File: config.mk
export PLATFORM = sky130hd
export DESIGN_NAME = u_xmit_arb
export DESIGN_NICKNAME = d
export VERILOG_FILES = /design/src/rtl/u_xmit_arb.sv
export SDC_FILE = /design/constraint.sdc
export NUM_CORES = 1
export LEC_CHECK = 0
export BUFFER_PORTS_ARGS = -buffer_cell sky130_fd_sc_hd__clkbuf_2
export CAP_MARGIN = 0
export CORE_UTILIZATION = 57
export DETAILED_ROUTE_END_ITERATION = 12
export GPL_TIMING_DRIVEN = 0
export PLACE_DENSITY_LB_ADDON = 0.1
export SLEW_MARGIN = 40
export SYNTH_ARGS = -nofsm -noshare
export SYNTH_HDL_FRONTEND = slang
export SYNTH_SLANG_ARGS = --single-unit
File: constraint.sdc
create_clock -name sys_clk -period 6.4 [get_ports sys_clk]
set_clock_uncertainty 0.1 [all_clocks]
set_input_delay 0.32 -clock sys_clk [delete_from_list [all_inputs] [get_ports sys_clk]]
set_output_delay 0.32 -clock sys_clk [all_outputs]
set_load 0.02 [all_outputs]
File: src/rtl/u_xmit_arb.sv
// Round-robin arbiter/sequencer sharing one u_xmit transmitter between NUM_REQ byte sources.
// Grants one byte per frame, strobes xmitH, then tracks xmit_doneH with ack/frame timeouts.
module u_xmit_arb #(
  parameter int NUM_REQ  = 4,
  parameter int ACK_TO   = 8,
  parameter int FRAME_TO = 1023,
  parameter int TO_W     = 16
) (
  input  logic                 sys_clk,
  input  logic                 sys_rst,
  input  logic [NUM_REQ-1:0]   req_valid,
  input  logic [8*NUM_REQ-1:0] req_data,
  output logic [NUM_REQ-1:0]   req_ready,
  output logic                 xmitH,
  output logic [7:0]           xmit_dataH,
  input  logic                 xmit_doneH,
  output logic [2:0]           grant_id,
  output logic                 busy,
  output logic                 frame_done,
  output logic                 timeout_err,
  input  logic                 err_clr
);

  typedef enum logic [1:0] {IDLE, ISSUE, WAIT_LOW, WAIT_HIGH} state_t;

  state_t          state_q, state_d;
  logic [2:0]      rrPtr_q, rrPtr_d;
  logic [TO_W-1:0] cnt_q, cnt_d, cntInc;
  logic [7:0]      data_q, data_d;
  logic [2:0]      grant_q, grant_d;
  logic            xmit_q, xmit_d;
  logic            frameDone_q, frameDone_d;
  logic            err_q, err_d;
  logic            errSet;

  logic            grantValid;
  logic [2:0]      grantIdx;
  logic [2:0]      ptrNext;
  logic [7:0]      grantByte;
  logic            doGrant;

  // First valid requester at or after rrPtr_q, wrapping; distance k gives priority.
  always_comb begin
    grantValid = 1'b0;
    grantIdx   = '0;
    for (int k = 0; k < NUM_REQ; k++) begin
      for (int j = 0; j < NUM_REQ; j++) begin
        if (!grantValid && req_valid[j] && ((int'(rrPtr_q) + k) % NUM_REQ == j)) begin
          grantValid = 1'b1;
          grantIdx   = 3'(j);
        end
      end
    end
  end

  always_comb begin
    grantByte = '0;
    req_ready = '0;
    for (int j = 0; j < NUM_REQ; j++) begin
      if (grantIdx == 3'(j)) grantByte = req_data[8*j +: 8];
      req_ready[j] = doGrant && (grantIdx == 3'(j));
    end
  end

  assign doGrant = (state_q == IDLE) && xmit_doneH && grantValid;
  assign ptrNext = (int'(grantIdx) + 1 == NUM_REQ) ? 3'd0 : grantIdx + 3'd1;
  assign cntInc  = cnt_q + TO_W'(1);

  always_comb begin
    state_d     = state_q;
    rrPtr_d     = rrPtr_q;
    cnt_d       = cnt_q;
    data_d      = data_q;
    grant_d     = grant_q;
    frameDone_d = 1'b0;
    errSet      = 1'b0;
    case (state_q)
      IDLE: begin
        if (doGrant) begin
          data_d  = grantByte;
          grant_d = grantIdx;
          rrPtr_d = ptrNext;
          state_d = ISSUE;
        end
      end
      ISSUE: begin
        cnt_d   = '0;
        state_d = WAIT_LOW;
      end
      WAIT_LOW: begin
        if (!xmit_doneH) begin
          cnt_d   = '0;
          state_d = WAIT_HIGH;
        end else if (cntInc == TO_W'(ACK_TO)) begin
          errSet  = 1'b1;
          cnt_d   = '0;
          state_d = IDLE;
        end else begin
          cnt_d = cntInc;
        end
      end
      WAIT_HIGH: begin
        if (xmit_doneH) begin
          frameDone_d = 1'b1;
          cnt_d       = '0;
          state_d     = IDLE;
        end else if (cntInc == TO_W'(FRAME_TO)) begin
          errSet  = 1'b1;
          cnt_d   = '0;
          state_d = IDLE;
        end else begin
          cnt_d = cntInc;
        end
      end
      default: state_d = IDLE;
    endcase
    // A new timeout takes priority over a simultaneous clear.
    err_d  = errSet ? 1'b1 : (err_clr ? 1'b0 : err_q);
    xmit_d = (state_d == ISSUE);
  end

  always_ff @(posedge sys_clk) begin
    if (sys_rst) begin
      state_q     <= IDLE;
      rrPtr_q     <= '0;
      cnt_q       <= '0;
      data_q      <= '0;
      grant_q     <= '0;
      xmit_q      <= 1'b0;
      frameDone_q <= 1'b0;
      err_q       <= 1'b0;
    end else begin
      state_q     <= state_d;
      rrPtr_q     <= rrPtr_d;
      cnt_q       <= cnt_d;
      data_q      <= data_d;
      grant_q     <= grant_d;
      xmit_q      <= xmit_d;
      frameDone_q <= frameDone_d;
      err_q       <= err_d;
    end
  end

  assign xmitH       = xmit_q;
  assign xmit_dataH  = data_q;
  assign grant_id    = grant_q;
  assign busy        = (state_q != IDLE);
  assign frame_done  = frameDone_q;
  assign timeout_err = err_q;

endmodule

==> Word level (Yosys, flattened, before mapping) <==
Cells that the tools add are included.
{ "classes": {"eq_ne": 22, "n_mux": 55, "addsub": 6, "bitwise_logic": 4, "reduce_logical": 66} }
{ "ops": {"columns": ["operator", "count"], "rows": [
  ["32-bit zero test", 4],
  ["16-bit two-way mux", 4],
  ["16-bit one-hot mux with 3 select lines", 1],
  ["3-bit two-way mux", 14],
  ["1-bit logical AND", 37],
  ["8-bit two-way mux", 4],
  ["1-bit two-way mux", 24],
  ["3-bit equality test (second input constant)", 6],
  ["16-bit by 1-bit adder with 16-bit output (second input constant)", 1],
  ["16-bit by 10-bit equality test with 1-bit output (second input constant)", 1],
  ["16-bit by 4-bit equality test with 1-bit output (second input constant)", 1],
  ["3-bit by 2-bit equality test with 1-bit output (second input constant)", 5],
  ["1-bit zero test", 15],
  ["2-bit two-way mux", 6],
  ["2-bit equality test (second input constant)", 4],
  ["2-bit one-hot mux with 4 select lines", 1],
  ["2-bit OR reduction", 4],
  ["2-bit by 1-bit equality test with 1-bit output (second input constant)", 3],
  ["2-bit by 1-bit adder with 2-bit output (second input constant)", 2],
  ["2-bit adder (second input constant)", 2],
  ["3-bit by 1-bit adder with 4-bit output (second input constant)", 1],
  ["4-bit by 3-bit equality test with 1-bit output (second input constant)", 1],
  ["2-bit nonzero test", 2],
  ["1-bit AND (first input constant)", 3],
  ["other kinds (7)", 7]
]} }
{ "totals": {"inputBits": 40, "regBits": 34, "word_cells": 161, "output_inout_bits": 19} }

==> Depth between registers and ports, before layout <==
{ "logic_depth": {"word_depth": 68, "mapped_depth": 15, "mapped_depth_nobuf": 14} }

==> Least setup slack after synthesis <==
OpenSTA, ideal clock, no wires.
{ "synth_timing": {"path_type": "register to register", "start": "reg cnt_q[0]", "end": "reg err_q, in the netlist timeout_err", "setup_slack_ns": 3.686, "n_path_buf": 0, "setup_time_ns": 0.071, "arrival_time_ns": 2.543, "required_time_ns": 6.229, "synth_period_minus_slack_ns": 2.714, "stages_incl_launch_ff": 9, "cell_sequence": "dfxtp_1 > ha_1 > nand4_1 > nor4_1 > and3_1 > o211a_4 > nand4bb_1 > or4_1 > a21oi_1"} }
{ "synth_between": {"elab_chain_cells": 6, "word_cells_on_any_way": 10, "classes_between": "add/sub (1); eq/ne (2); mux (6); reduce/logical (1)"} }
{ "synth_lines": {"columns": ["element", "line_no", "rtl"], "rows": [
  ["start, declared", "28", "logic [TO_W-1:0] cnt_q, cnt_d, cntInc;"],
  ["start signal, assigned", "135", "cnt_q <= cnt_d;"],
  ["16-bit by 1-bit adder with 16-bit output (*)", "67", "assign cntInc = cnt_q + TO_W'(1);"],
  ["16-bit by 10-bit equality test with 1-bit output / 16-bit by 4-bit equality test with 1-bit output (equally long branches)", "107, 94", null],
  ["1-bit two-way mux (on tied branches)", "107, 94", null],
  ["1-bit two-way mux (on tied branches)", "103, 91", null],
  ["1-bit one-hot mux with 2 select lines (*)", "77", "case (state_q)"],
  ["1-bit two-way mux / 2-bit nonzero test (equally long branches)", null, null],
  ["end signal, assigned", "140", "err_q <= err_d;"],
  ["end, declared", "33", "logic err_q, err_d;"]
]} }
Every way passes the cells marked *; elsewhere a longest branch is shown, timed or not.
A chain may end at the register's enable or synchronous reset.

==> Worst setup path after layout <==
Ends and elaborated chain as after synthesis.

==> metrics.md <==
| Metric | Value |
|---|---|
| Synth top area share | a little under 30% |
| Final period utilization | roughly half |
| Die Width | roughly 65 µm |
| TritonCTS clock tree | done |
| Synth unique cells | a little over 50 |
| Port Buffers | 57 |
| Synth area leaders | dfxtp_1 (30%), nand2_1 (6.4%), nor2_1 (6.2%) |
| Met2 Use GR | approximately half |
| GPL Wtd Cong | between 0.9 and 1 |
| Slew margin rel. | approximately 51% |
| Initial antenna violation count | 0 |
| Synthesized cell area | between 2000 and 2500 µm² |
| TritonCTS Sinks | 33 |
| Final Power | approximately 0.54 mW |
| Largest net degree at the start of global routing | 11 |
| Die ar. | 4180 µm² |
| Worst Path Required | between 6000 and 7000 ps |
| Async SR Flop Fraction | 0% |
| Sw Pwr | 0.169 mW |
| Worst IR Drop VDD | 0.115 mV |
| Drt pass-1 iters | 4 |
| Register area share after synthesis | a little under 30% |
| Die Span Y | between 60 and 70 µm |
| Synth Register Bits | 33 |
| Setup Viol. Count Final | 0 |
| Max_cap viols | 0 |
| Pins Over Slew Limit | 0 |
| CTS max path bufs | 2 |
| Nets | just over 400 |
| Critical Path AT | approximately 3300 ps |
| Clk slew on worst S/H paths | ~60 ps |
| GR peak layer | met2 |
| Initial DRC count | ~130 |
| Htree depth | 2 |
| Synthesized net count | between 300 and 400 |
| Core box area | approximately 3700 µm² |
| Via count | between 2000 and 2500 |
| DRT Wirelength | 5.50 mm |
| Power share of the combinational group | roughly a quarter |
| Sw Ratio | between 30% and 40% |
| Prevailing post-synth register cell | dfxtp_1 |
| Vias in the first global route | about 2300 |
| Fill count | 320 |
| Total CTS buffers | 5 |
| CTS root buf | clkbuf_8 |
| Worst skew pair latency | between 200 and 300 ps |
| Vias/cell | about 5.7 |
| Cell count after synthesis | 295 |
| Clock Power Share | between 30% and 40% |
| Sequential Power Share | 41.8% |
| Synth top cells by count | nand2_1 (38), nor2_1 (37), dfxtp_1 (33) |
| Fin crit period | 3190 ps |
| DRT antenna net count | 0 |
| Peak Freq | about 0.31 GHz |
| Synth Warn # | 0 |
| First-pass GRT wire length | between 9 and 10 mm |
| Share of cells above drive strength 1 | a little under a quarter |
| EDFF count, synth | 0 |
| Hold Buf Count CTS | 0 |
| RSZ-0062 raised after global routing | no |
| P&R area growth vs syn | 20.5% |
| DRC | 0 |
| Worst-Margin Slew | between 700 and 800 ps |
| # diodes | 0 |
| Post-CTS Setup Bufs | 0 |
| Largest fanout on the critical path | 8 |
| Total GRT Usage | 28.5% |
| Final hold vios | 0 |
| Grt ovf | 0 |
| Status | finished clean |
| CP Capture Type | flip-flop |
| Synth area leader | dfxtp_1 |
| Grt met3 use | just over 7% |
| Most frequent cell after synthesis | nand2_1 |
| Internal power | around 0.37 mW |
| TNS Setup | 0 ps |
| Starting Density | 60.1% |
| Setup crit start kind | flip-flop |
| I/O pins | 59 |
| Hpwl dp | between 4 and 5 mm |
| Setup Crit Path Kind | reg -> reg |
| Syn Area/Cell | about 7.6 µm² |
| Floorplan row count | 22 |
| WL/cell | 13.5 µm |
| Pleak | between 1 and 1.5 nW |
| Post-CTS sizing | 0 |
| GR Util met1 | between 20 and 30% |
| Power Dens Cells | about 200 nW/µm² |
| Hold crit path type | in -> reg |
[state kept, by name, indices dropped and copies added, names as in the netlist]
register     flops
xmit_dataH       8
rrPtr_q          2
cnt_q           16
xmitH            1
timeout_err      1
frame_done       1
grant_id         2
state_q          2
[final timing paths]
kind,startpoint,to,slack [ps],depth (start not counted)
setup / recovery,cnt_q[0]$_SDFFE_PP0P_,timeout_err$_SDFFE_PP0P_,3210,8
hold / removal,err_clr,timeout_err$_SDFFE_PP0P_,190,3
setup reg to reg,cnt_q[0]$_SDFFE_PP0P_,timeout_err$_SDFFE_PP0P_,3210,8
hold reg to reg,timeout_err$_SDFFE_PP0P_,timeout_err$_SDFFE_PP0P_,370,2
[per-stage QoR]
step / area (µm²) / cells / worst slack (ps) / hold WS, ps / util (%)
finish: 2690 / 408 / 3210 / 193 / 72.5
global route: 2690 / 408 / 2940 / 190 / 72.5
CTS: 2690 / 408 / 3220 / 186 / 72.5
detailed placement: 2590 / 400 / 3250 / 370 / 69.8
global placement: 2580 / 400 / 3270 / 364 / 69.4
floorplan: 2230 / 295 / 3690 / 358 / -
[cell families (layout without fill, tap and decap cells)]
kind of cell    count (synthesis)  in the layout  synth area share, %
compound gates                 79             79                 25.4
flops                          33             33                 29.6
mux                             4              4                 1.79
fa+ha+maj                       6              6                 3.36
simple gates                  121            121                 27.1
other cells                     1              1                0.168
xor+xnor                       11             11                 4.31
buf+inv                        40            105                 8.29
[layer usage]
layer / routed length [µm] / up-vias / share of wire [%]
li1: - / 1182 / -
met4: 65 / 0 / 1.2
met1: 2290 / 1064 / 42
met5: 0 / - / 0
met3: 392 / 7 / 7.1
met2: 2740 / 86 / 50
[cell usage in the layout, fill, tap and decap left out, types with 9 or more instances in the layout]
cell type	count
a21oi_1	14
clkbuf_1	13
clkbuf_2	57
dfxtp_1	33
inv_1	15
nand2_1	38
nor2_1	37
o211ai_1	10
o21ai_0	15
xnor2_1	9
[layout make-up]
class | instances | area (µm²) | area share [%]
Multi-Input combinational cell | 222 | 1400 | 52.0
Sequential cell | 33 | 661 | 24.5
Timing Repair Buffer | 57 | 285 | 10.6
Buffer | 25 | 129 | 4.78
Clock buffer | 7 | 96.3 | 3.58
Tap cell | 48 | 60.1 | 2.23
Inverter | 15 | 56.3 | 2.09
Clock inverter | 1 | 5.00 | 0.186
[power groups by stage]
stage                     clock network (mW)  logic [mW]  registers (mW)
after floorplan                            0      0.0867           0.237
after global placement                     0       0.137           0.228
after detailed placement                   0       0.140           0.228
after CTS                              0.176       0.140           0.224
after global routing                   0.185       0.158           0.225
final                                  0.172       0.140           0.224
[critical path, stage by stage, from the launching register on]
cell	delay (ps)
dfxtp_1	450
ha_1	330
nand4_1	300
nor4_1	660
and3_1	290
o211a_4	210
nand4bb_1	100
or4_1	540
a21oi_1	150
(Power assumes the default switching activity.)
